## src/rtl/ysyx_25030081_lsu_pkg.sv

```systemverilog
// Shared definitions for the load/store unit: memory op codes, FSM states and
// request classification helpers.
package ysyx_25030081_lsu_pkg;

    localparam logic [2:0] MEM_OP_B  = 3'b000;
    localparam logic [2:0] MEM_OP_H  = 3'b001;
    localparam logic [2:0] MEM_OP_W  = 3'b010;
    localparam logic [2:0] MEM_OP_BU = 3'b100;
    localparam logic [2:0] MEM_OP_HU = 3'b101;

    typedef enum logic [1:0] {
        ST_IDLE = 2'b00,
        ST_REQ  = 2'b01,
        ST_WAIT = 2'b10,
        ST_RESP = 2'b11
    } lsu_state_e;

    // Stores only know B/H/W; loads additionally know the unsigned variants.
    function automatic logic op_is_legal(input logic wr, input logic [2:0] op);
        logic ok;
        case (op)
            MEM_OP_B, MEM_OP_H, MEM_OP_W: ok = 1'b1;
            MEM_OP_BU, MEM_OP_HU:         ok = ~wr;
            default:                      ok = 1'b0;
        endcase
        return ok;
    endfunction

    // True when the low address bits are not a multiple of the access size.
    function automatic logic op_is_misaligned(input logic [2:0] op, input logic [1:0] a_lo);
        logic mis;
        case (op[1:0])
            2'b01:   mis = a_lo[0];
            2'b10:   mis = (a_lo != 2'b00);
            default: mis = 1'b0;
        endcase
        return mis;
    endfunction

endpackage

```

## src/rtl/ysyx_25030081_lsu_align.sv

```systemverilog
// Combinational byte-lane logic: store data/strobe placement and load
// byte/half extraction with sign or zero extension.
module ysyx_25030081_lsu_align
    import ysyx_25030081_lsu_pkg::*;
(
    input  logic [1:0]  i_st_size,
    input  logic [1:0]  i_st_addr_lo,
    input  logic [31:0] i_st_data,
    input  logic [2:0]  i_ld_op,
    input  logic [1:0]  i_ld_addr_lo,
    input  logic [31:0] i_ld_rdata,
    output logic [31:0] o_st_wdata,
    output logic [3:0]  o_st_wstrb,
    output logic [31:0] o_ld_data
);

    logic [7:0]  w_ld_byte;
    logic [15:0] w_ld_half;

    // Place store data on the lanes selected by size and address.
    always_comb begin
        o_st_wdata = 32'h0000_0000;
        o_st_wstrb = 4'b0000;
        case (i_st_size)
            2'b00: begin
                o_st_wdata = {4{i_st_data[7:0]}};
                o_st_wstrb = 4'b0001 << i_st_addr_lo;
            end
            2'b01: begin
                if (i_st_addr_lo[1]) begin
                    o_st_wdata = {i_st_data[15:0], 16'h0000};
                    o_st_wstrb = 4'b1100;
                end else begin
                    o_st_wdata = {16'h0000, i_st_data[15:0]};
                    o_st_wstrb = 4'b0011;
                end
            end
            2'b10: begin
                o_st_wdata = i_st_data;
                o_st_wstrb = 4'b1111;
            end
            default: begin
                o_st_wdata = 32'h0000_0000;
                o_st_wstrb = 4'b0000;
            end
        endcase
    end

    // Pick the addressed byte and half-word out of the bus word.
    always_comb begin
        w_ld_byte = 8'h00;
        case (i_ld_addr_lo)
            2'b00:   w_ld_byte = i_ld_rdata[7:0];
            2'b01:   w_ld_byte = i_ld_rdata[15:8];
            2'b10:   w_ld_byte = i_ld_rdata[23:16];
            2'b11:   w_ld_byte = i_ld_rdata[31:24];
            default: w_ld_byte = 8'h00;
        endcase
        if (i_ld_addr_lo[1]) begin
            w_ld_half = i_ld_rdata[31:16];
        end else begin
            w_ld_half = i_ld_rdata[15:0];
        end
    end

    // Extend the selected field according to the load op.
    always_comb begin
        o_ld_data = 32'h0000_0000;
        case (i_ld_op)
            MEM_OP_B:  o_ld_data = {{24{w_ld_byte[7]}}, w_ld_byte};
            MEM_OP_H:  o_ld_data = {{16{w_ld_half[15]}}, w_ld_half};
            MEM_OP_W:  o_ld_data = i_ld_rdata;
            MEM_OP_BU: o_ld_data = {24'h000000, w_ld_byte};
            MEM_OP_HU: o_ld_data = {16'h0000, w_ld_half};
            default:   o_ld_data = 32'h0000_0000;
        endcase
    end

endmodule

```

## src/rtl/ysyx_25030081_lsu.sv

```systemverilog
// Load/store unit: accepts one core request at a time, drives a valid/ready
// data-bus access, waits for completion with a timeout and returns a single
// response pulse.
// Optional build macro YSYX_25030081_LSU_MISALIGN_CHECK_EN: when defined,
// misaligned H/HU/W accesses are answered with an error and never reach the bus.
module ysyx_25030081_lsu
    import ysyx_25030081_lsu_pkg::*;
#(
    parameter int ADDR_W  = 32,
    parameter int DATA_W  = 32,
    parameter int TMO_CYC = 255
)(
    input  logic              i_clk,
    input  logic              i_rst,
    input  logic              i_req_valid,
    output logic              o_req_ready,
    input  logic              i_req_wr,
    input  logic [2:0]        i_req_op,
    input  logic [ADDR_W-1:0] i_req_addr,
    input  logic [DATA_W-1:0] i_req_wdata,
    output logic              o_rsp_valid,
    output logic [DATA_W-1:0] o_rsp_rdata,
    output logic              o_rsp_err,
    output logic              o_mem_valid,
    input  logic              i_mem_ready,
    output logic              o_mem_we,
    output logic [ADDR_W-1:0] o_mem_addr,
    output logic [DATA_W-1:0] o_mem_wdata,
    output logic [3:0]        o_mem_wstrb,
    input  logic              i_mem_rvalid,
    input  logic [DATA_W-1:0] i_mem_rdata
);

    localparam logic [7:0] TMO_LAST = 8'(TMO_CYC - 1);

    lsu_state_e        r_state, w_state_nxt;
    logic              r_wr, w_wr_nxt;
    logic [2:0]        r_op, w_op_nxt;
    logic [1:0]        r_addr_lo, w_addr_lo_nxt;
    logic [7:0]        r_tmo_cnt, w_tmo_nxt;
    logic              r_rsp_valid, w_rsp_valid_nxt;
    logic [DATA_W-1:0] r_rsp_rdata, w_rsp_rdata_nxt;
    logic              r_rsp_err, w_rsp_err_nxt;
    logic              r_mem_valid, w_mem_valid_nxt;
    logic              r_mem_we, w_mem_we_nxt;
    logic [ADDR_W-1:0] r_mem_addr, w_mem_addr_nxt;
    logic [DATA_W-1:0] r_mem_wdata, w_mem_wdata_nxt;
    logic [3:0]        r_mem_wstrb, w_mem_wstrb_nxt;

    logic [31:0]       w_st_wdata;
    logic [3:0]        w_st_wstrb;
    logic [31:0]       w_ld_data;
    logic              w_misalign;
    logic              w_reject;

    // Store lanes come from the live request; load extraction uses the latched op.
    ysyx_25030081_lsu_align u_align (
        .i_st_size    (i_req_op[1:0]),
        .i_st_addr_lo (i_req_addr[1:0]),
        .i_st_data    (i_req_wdata),
        .i_ld_op      (r_op),
        .i_ld_addr_lo (r_addr_lo),
        .i_ld_rdata   (i_mem_rdata),
        .o_st_wdata   (w_st_wdata),
        .o_st_wstrb   (w_st_wstrb),
        .o_ld_data    (w_ld_data)
    );

`ifdef YSYX_25030081_LSU_MISALIGN_CHECK_EN
    assign w_misalign = op_is_misaligned(i_req_op, i_req_addr[1:0]);
`else
    assign w_misalign = 1'b0;
`endif

    // Requests that are answered immediately with an error, without bus traffic.
    assign w_reject = ~op_is_legal(i_req_wr, i_req_op) | w_misalign;

    // Next state and next values of all registered outputs.
    always_comb begin
        w_state_nxt     = r_state;
        w_wr_nxt        = r_wr;
        w_op_nxt        = r_op;
        w_addr_lo_nxt   = r_addr_lo;
        w_tmo_nxt       = r_tmo_cnt;
        w_rsp_valid_nxt = 1'b0;
        w_rsp_rdata_nxt = r_rsp_rdata;
        w_rsp_err_nxt   = r_rsp_err;
        w_mem_valid_nxt = r_mem_valid;
        w_mem_we_nxt    = r_mem_we;
        w_mem_addr_nxt  = r_mem_addr;
        w_mem_wdata_nxt = r_mem_wdata;
        w_mem_wstrb_nxt = r_mem_wstrb;
        case (r_state)
            ST_IDLE: begin
                if (i_req_valid) begin
                    w_wr_nxt      = i_req_wr;
                    w_op_nxt      = i_req_op;
                    w_addr_lo_nxt = i_req_addr[1:0];
                    w_tmo_nxt     = 8'd0;
                    if (w_reject) begin
                        w_state_nxt     = ST_RESP;
                        w_rsp_valid_nxt = 1'b1;
                        w_rsp_rdata_nxt = 32'h0000_0000;
                        w_rsp_err_nxt   = 1'b1;
                    end else begin
                        w_state_nxt     = ST_REQ;
                        w_mem_valid_nxt = 1'b1;
                        w_mem_we_nxt    = i_req_wr;
                        w_mem_addr_nxt  = {i_req_addr[ADDR_W-1:2], 2'b00};
                        w_mem_wdata_nxt = i_req_wr ? w_st_wdata : 32'h0000_0000;
                        w_mem_wstrb_nxt = i_req_wr ? w_st_wstrb : 4'b0000;
                    end
                end else begin
                    w_state_nxt = ST_IDLE;
                end
            end
            ST_REQ: begin
                if (i_mem_ready) begin
                    w_state_nxt     = ST_WAIT;
                    w_tmo_nxt       = 8'd0;
                    w_mem_valid_nxt = 1'b0;
                    w_mem_we_nxt    = 1'b0;
                    w_mem_addr_nxt  = {ADDR_W{1'b0}};
                    w_mem_wdata_nxt = 32'h0000_0000;
                    w_mem_wstrb_nxt = 4'b0000;
                end else begin
                    w_state_nxt = ST_REQ;
                end
            end
            ST_WAIT: begin
                if (i_mem_rvalid) begin
                    w_state_nxt     = ST_RESP;
                    w_tmo_nxt       = 8'd0;
                    w_rsp_valid_nxt = 1'b1;
                    w_rsp_rdata_nxt = r_wr ? 32'h0000_0000 : w_ld_data;
                    w_rsp_err_nxt   = 1'b0;
                end else if (r_tmo_cnt == TMO_LAST) begin
                    w_state_nxt     = ST_RESP;
                    w_tmo_nxt       = 8'd0;
                    w_rsp_valid_nxt = 1'b1;
                    w_rsp_rdata_nxt = 32'h0000_0000;
                    w_rsp_err_nxt   = 1'b1;
                end else begin
                    w_tmo_nxt = r_tmo_cnt + 8'd1;
                end
            end
            ST_RESP: begin
                w_state_nxt = ST_IDLE;
            end
            default: begin
                w_state_nxt     = ST_IDLE;
                w_mem_valid_nxt = 1'b0;
            end
        endcase
    end

    // State, payload and output registers; reset drops any access in flight.
    always_ff @(posedge i_clk or posedge i_rst) begin
        if (i_rst) begin
            r_state     <= ST_IDLE;
            r_wr        <= 1'b0;
            r_op        <= 3'b000;
            r_addr_lo   <= 2'b00;
            r_tmo_cnt   <= 8'd0;
            r_rsp_valid <= 1'b0;
            r_rsp_rdata <= 32'h0000_0000;
            r_rsp_err   <= 1'b0;
            r_mem_valid <= 1'b0;
            r_mem_we    <= 1'b0;
            r_mem_addr  <= {ADDR_W{1'b0}};
            r_mem_wdata <= 32'h0000_0000;
            r_mem_wstrb <= 4'b0000;
        end else begin
            r_state     <= w_state_nxt;
            r_wr        <= w_wr_nxt;
            r_op        <= w_op_nxt;
            r_addr_lo   <= w_addr_lo_nxt;
            r_tmo_cnt   <= w_tmo_nxt;
            r_rsp_valid <= w_rsp_valid_nxt;
            r_rsp_rdata <= w_rsp_rdata_nxt;
            r_rsp_err   <= w_rsp_err_nxt;
            r_mem_valid <= w_mem_valid_nxt;
            r_mem_we    <= w_mem_we_nxt;
            r_mem_addr  <= w_mem_addr_nxt;
            r_mem_wdata <= w_mem_wdata_nxt;
            r_mem_wstrb <= w_mem_wstrb_nxt;
        end
    end

    assign o_req_ready = (r_state == ST_IDLE);
    assign o_rsp_valid = r_rsp_valid;
    assign o_rsp_rdata = r_rsp_rdata;
    assign o_rsp_err   = r_rsp_err;
    assign o_mem_valid = r_mem_valid;
    assign o_mem_we    = r_mem_we;
    assign o_mem_addr  = r_mem_addr;
    assign o_mem_wdata = r_mem_wdata;
    assign o_mem_wstrb = r_mem_wstrb;

endmodule
```

## config.mk

```make
export PLATFORM = sky130hd
export DESIGN_NAME = ysyx_25030081_lsu
export DESIGN_NICKNAME = d
export VERILOG_FILES = /design/src/rtl/ysyx_25030081_lsu_pkg.sv /design/src/rtl/ysyx_25030081_lsu_align.sv /design/src/rtl/ysyx_25030081_lsu.sv
export SDC_FILE = /design/constraint.sdc
export NUM_CORES = 1
export LEC_CHECK = 0
export CELL_PAD_IN_SITES_DETAIL_PLACEMENT = 0
export CELL_PAD_IN_SITES_GLOBAL_PLACEMENT = 1
export CORE_MARGIN = 2
export CORE_UTILIZATION = 35
export CTS_BUF_LIST = sky130_fd_sc_hd__clkbuf_2 sky130_fd_sc_hd__clkbuf_4 sky130_fd_sc_hd__clkbuf_8
export DETAILED_ROUTE_END_ITERATION = 12
export GPL_TIMING_DRIVEN = 0
export PLACE_DENSITY = 0.93
export SLEW_MARGIN = 20
export SYNTH_ARGS = -nofsm -noshare
export SYNTH_HDL_FRONTEND = slang
export SYNTH_SLANG_ARGS = --single-unit
```

## constraint.sdc

```tcl
create_clock -name i_clk -period 7.8 [get_ports i_clk]
set_clock_uncertainty 0.2 [all_clocks]
set_input_delay 1.56 -clock i_clk [delete_from_list [all_inputs] [get_ports i_clk]]
set_output_delay 1.56 -clock i_clk [all_outputs]
set_load 0.01 [all_outputs]
```

; Yosys cells after proc, flatten, opt, wreduce, memory -nomap -nowiden
; Index checks and enable logic that the tools add are counted.
[word_totals]
regBits = 120
in_bits = 105
out_inout_bits = 105
[classes]
addsub = 1
n_eq_ne = 22
shift = 1
n_mux = 55
bitwise_logic = 1
n_reduce_logical = 14
[ops]
columns = operator, n
row1 = 32-bit two-way mux, 12
row2 = 32-bit one-hot mux with 2 select lines, 3
row3 = 32-bit one-hot mux with 5 select lines, 1
row4 = 32-bit one-hot mux with 3 select lines, 1
row5 = 8-bit two-way mux, 4
row6 = 8-bit one-hot mux with 4 select lines, 1
row7 = 8-bit one-hot mux with 3 select lines, 1
row8 = 4-bit two-way mux, 5
row9 = 16-bit two-way mux, 1
row10 = 1-bit two-way mux, 13
row11 = "3-bit == test, second input constant", 4
row12 = 4-bit one-hot mux with 3 select lines, 1
row13 = "2-bit == test, second input constant", 5
row14 = 2-bit two-way mux, 5
row15 = 1-bit one-hot mux with 2 select lines, 5
row16 = "8-bit by 1-bit adder with 8-bit output, second input constant", 1
row17 = "8-bit == test, second input constant", 1
row18 = 2-bit one-hot mux with 4 select lines, 1
row19 = 4-bit one-hot mux with 2 select lines, 1
row20 = 4-bit AND reduction, 2
row21 = "2-bit by 1-bit == test with 1-bit output, second input constant", 3
row22 = "3-bit by 1-bit == test with 1-bit output, second input constant", 2
row23 = "3-bit by 2-bit == test with 1-bit output, second input constant", 2
row24 = 2-bit logical NOT, 3
row25 = 12 further kinds, 16

; Longest topological paths before layout
[logic_depth]
ltp_word = 6
mapped_depth = 7

; By module
; A second synthesis with hierarchy kept.
[hier_totals]
cells_unflattened = 547
hier_area_um2 = 5919.4
[by_module_without_submodules]
columns = mod, n_inst, cells_each, area_each_um2, seq_area_each_um2
row1 = ysyx_25030081_lsu, 1, 312, 4426.7, 2952.8
row2 = ysyx_25030081_lsu_align, 1, 235, 1492.7, 0.0

; Least setup slack after synthesis
; No wires, ideal clock.
[synth_timing]
path_kind = input -> register
startpoint = input port i_mem_rdata[31]
endpoint = register r_rsp_rdata[16], in the netlist o_rsp_rdata[16]
setup_time_ns = 0.130
arrival_ns = 2.709
t_required_ns = 7.470
slack_ns = 4.761
cell_stages = 6
path_cell_list = mux4_2 > or2_1 > buf_6 > buf_6 > a22oi_1 > o2bb2ai_1
[synth_via]
elab_chain_len = 5
word_cells_on_any_way = 6
cone_classes = mux: 6
[synth_rtl]
columns = element, line
row1 = start: declaration, ysyx_25030081_lsu.sv:31  ; input logic [DATA_W-1:0] i_mem_rdata
row2 = 8-bit one-hot mux with 4 select lines / 16-bit two-way mux (equally long branches), "ysyx_25030081_lsu_align.sv:52, ysyx_25030081_lsu_align.sv:59"
row3 = 32-bit one-hot mux with 5 select lines (*), ysyx_25030081_lsu_align.sv:69  ; case (i_ld_op)
row4 = 32-bit two-way mux (*), ysyx_25030081_lsu.sv:135  ; w_rsp_rdata_nxt = r_wr ? 32'h0000_0000 : w_ld_data;
row5 = 32-bit two-way mux (*), ysyx_25030081_lsu.sv:131  ; if (i_mem_rvalid) begin
row6 = 32-bit one-hot mux with 2 select lines (*), ysyx_25030081_lsu.sv:93  ; case (r_state)
row7 = end signal: assignment, ysyx_25030081_lsu.sv:180  ; r_rsp_rdata <= w_rsp_rdata_nxt;
row8 = end: declaration, ysyx_25030081_lsu.sv:42  ; logic [DATA_W-1:0] r_rsp_rdata, w_rsp_rdata_nxt;
; Mark *: on every way between the ends. The rest lies on a longest branch, timed or not.
; A chain may end at the register's enable or synchronous reset.

; Worst setup path in the final report
[layout_timing]
startpoint = input port i_req_op[1]
endpoint = register r_mem_wstrb[2], in the netlist o_mem_wstrb[2]
[layout_via]
elab_chain_len = 6
word_cells_on_any_way = 18
cone_classes = eq/ne: 7 / mux: 6 / reduce/logical: 5
[layout_rtl]
columns = element, line
row1 = start: declaration, ysyx_25030081_lsu.sv:18  ; input logic [2:0] i_req_op,
row2 = 2-bit == test (tied with other cells), ysyx_25030081_lsu_align.sv:24  ; case (i_st_size)
row3 = 4-bit one-hot mux with 3 select lines, ysyx_25030081_lsu_align.sv:24
row4 = 4-bit two-way mux, ysyx_25030081_lsu.sv:111  ; w_mem_wstrb_nxt = i_req_wr ? w_st_wstrb : 4'b0000;
row5 = 4-bit two-way mux, ysyx_25030081_lsu.sv:100  ; if (w_reject) begin
row6 = 4-bit two-way mux, ysyx_25030081_lsu.sv:95  ; if (i_req_valid) begin
row7 = 4-bit one-hot mux with 2 select lines, ysyx_25030081_lsu.sv:93
row8 = end signal: assignment, ysyx_25030081_lsu.sv:186  ; r_mem_wstrb <= w_mem_wstrb_nxt;
row9 = end: declaration, ysyx_25030081_lsu.sv:48  ; logic [3:0] r_mem_wstrb, w_mem_wstrb_nxt;
; Parallel ways exist; a longest one is shown, timed or not. The select of a mux whose other input is x is not followed.

==> results.json <==
{
  "wl_per_cell_um": 19.5,
  "p_per_area_nw_per_um2": 353,
  "path_class": "primary input to flip-flop",
  "io_pins": 210,
  "r2r-end": "o_rsp_rdata[9]",
  "hold_viol": 0,
  "layout-drive-gt1-share": 0.0996,
  "rrSetupSlack_ns": 5.46,
  "comb_power_share": 0.459,
  "hpwl_um": 13700,
  "die_x_um": 131,
  "synth.cell_area_um2": 5610,
  "crit_path_end_kind": "flip-flop",
  "cts_buffers": 17,
  "tightest_slew_ns": 0.952,
  "m1WireLength_um": 7770,
  "grtUsageTotal": 0.219,
  "yosys_most_used_dff": "dfrtp_1",
  "dr_wl_met2_um": 8880,
  "cts_hold_buf": 0,
  "routed.top_layer": "met4",
  "fmax_mhz": 291,
  "worstPathRequired_ns": 7.96,
  "antenna_found_initial": 0,
  "maxCapViolations": 0,
  "min_from": "o_rsp_rdata[5]",
  "fp.dieH_um": 131,
  "htree_levels": 4,
  "first_global_vias": 5361,
  "reg2reg_from": "r_op[0]",
  "switchingPower_mw": 1.07,
  "wl_um": 18500,
  "postRouteAntennaNets": 0,
  "grt_max_degree": 63,
  "drt-vias-per-instance": 5.52,
  "clock_power_share": 0.206,
  "cts_buffer_depth": 2,
  "nets": 827,
  "synth_cells": 494,
  "ys_async_sr_fraction": 1.00,
  "drtPass1Iterations": 5,
  "r2r_cells": 5,
  "start_util": 0.355,
  "intPower_mw": 1.90,
  "slew_violations": 0,
  "core_area_um2": 15800,
  "cp-endpoint": "o_mem_wstrb[2]",
  "fin_tns_setup_ns": 0,
  "p_leak_nw": 3.52,
  "synth_edf_count": 0,
  "post-route-drc-count": 0,
  "drt_iter0_drc": 338,
  "max-slew-margin-rel": 0.361,
  "status": "completed",
  "cts_sinks": 118,
  "grt_remaining_overflow": 0,
  "num_rows": 46,
  "clk_latency_ns": 0.44,
  "clk_pin_slew_ns": 0.08,
  "cts_resized": 0,
  "syn_to_final_growth_pct": 49.7,
  "cts_setup_buffers": 0,
  "via_count": 5237,
  "root_buffer": "clkbuf_8",
  "die_area_um2": 17000,
  "grt_pass1_wl_um": 28600,
  "ys_types": 48,
  "io_buffers": 205,
  "place_congestion": 0.896,
  "pre_cts_slack_ns": 3.90,
  "finalCritPeriodShare": 0.441,
  "cp_data_arrival_time_ns": 3.60,
  "cts_tree": "built",
  "ir_drop_uv": 192,
  "avgSynthCellArea_um2": 11.3,
  "critPathLaunchType": "primary input",
  "setup_slack_ns": 4.36,
  "rsz0062_at_grt": "no",
  "yosysSeqAreaShare": 0.527,
  "layout_min_cycle_time_ns": 3.44,
  "path_max_fanout": 10,
  "n_antenna_cell": 0,
  "switching_share": 0.359,
  "hp-class": "flip-flop to flip-flop",
  "critPathLaunch": "i_req_op[1]",
  "setup_viol": 0,
  "wl_met3_um": 1650,
  "synth_warnings": 0,
  "seqPwrFrac": 0.335,
  "ys_ff_latch": 118
}
[critical path, cell delays in order]
cell	delay, ns
clkdlybuf4s50_1	0.65
o21ai_0	0.18
nand3b_1	0.12
a21o_1	0.23
buf_2	0.28
buf_1	0.40
o2bb2ai_1	0.18
[state kept, by name (all words and copies together), names as in the netlist, 2 cells and up]
signal / flops
o_mem_wdata: 32
o_rsp_rdata: 32
o_mem_addr: 30
r_tmo_cnt: 8
o_mem_wstrb: 4
r_op: 3
r_addr_lo: 2
r_state: 2
[power groups by stage]
stage	Clock [mW]	Combinational (mW)	Sequential (mW)
6_report	0.611	1.36	0.993
5_1_grt	0.648	1.47	1.02
4_1_cts	0.620	1.36	0.994
3_5_place_dp	0	1.36	0.992
3_3_place_gp	0	1.33	0.993
2_1_floorplan	0	0.614	1.06
[worst min-delay path by stage]
stage,cells after the start,endpoint
floorplan,1,r_tmo_cnt[7]
global placement,1,r_tmo_cnt[7]
detailed placement,1,o_rsp_rdata[2]
CTS,1,o_rsp_rdata[2]
global route,1,o_mem_we
finish,1,o_rsp_rdata[5]
[cells in the final DEF, fill, tap and decap left out, drive strengths merged, types with 5 or more instances in the layout]
master,Yosys,final
clkdlybuf4s50,0,205
dfrtp,118,118
a22o,51,51
o2bb2ai,49,49
clkbuf,25,44
a21oi,30,30
buf,21,22
a22oi,19,19
nor2,17,17
o21ai,15,15
a2bb2oi,15,15
mux2,14,14
nand2,14,14
inv,8,12
nor2b,11,11
nand3,10,10
nand2b,9,9
a221oi,9,9
a21o,7,7
o221ai,7,7
mux2i,7,7
and3,6,6
a31oi,5,5
clkinv,1,5
[Yosys cell counts, types with 4 or more instances]
library cell / instances / area (um^2)
a22o_1: 51 / 447
a22oi_1: 19 / 143
mux2_2: 14 / 158
a2bb2oi_1: 15 / 131
o21ai_0: 15 / 75.1
clkbuf_1: 25 / 93.8
a21o_1: 7 / 52.6
nor2_1: 17 / 63.8
mux2i_1: 7 / 70.1
nand2b_1: 9 / 56.3
a21oi_1: 30 / 150
buf_4: 4 / 30.0
o2bb2ai_1: 49 / 429
a31oi_1: 5 / 31.3
nor2b_1: 11 / 68.8
inv_1: 8 / 30.0
and3_1: 6 / 37.5
nand3_1: 10 / 50.1
a221oi_1: 9 / 78.8
o221ai_1: 7 / 61.3
dfrtp_1: 118 / 2950
nand2_1: 13 / 48.8
buf_2: 12 / 60.1
[layout make-up]
| type | instances | area [um^2] |
|---|---|---|
| timing repair buffer | 206 | 2080 |
| tap | 216 | 270 |
| clock buffer | 19 | 262 |
| sequential | 118 | 2950 |
| clock inverter | 13 | 168 |
| inverter | 9 | 38.8 |
| buffer | 46 | 225 |
| multi-input combinational | 322 | 2400 |
| fill | 1374 | 7380 |
[metrics by stage]
stage	area, um^2	std cells	total power [mW]	util	hold slack [ns]
floorplan	5610	495	1.68	-	0.243
global placement	7930	916	2.32	0.503	0.263
detailed placement	7960	917	2.35	0.505	0.274
CTS	8390	949	2.98	0.532	0.297
global route	8390	949	3.14	0.532	0.315
finish	8390	949	2.97	0.532	0.293
[logic make-up after synthesis]
group	share of synthesized area
adder cells (fa/ha/maj)	0.00446
buffers and inverters	0.0462
other	0.000669
AND/OR/NAND/NOR	0.0790
multiplexers	0.0446
flip-flops	0.527
AO/OA/AOI/OAI	0.298
[routing by layer]
| metal | global-route usage | up-vias |
|---|---|---|
| met5 | 0 | - |
| met1 | 0.283 | 2618 |
| met2 | 0.355 | 246 |
| met4 | 0.0557 | 0 |
| met3 | 0.0745 | 17 |
| li1 | - | 2356 |
No activity file was read; power rests on OpenSTA's default activity.
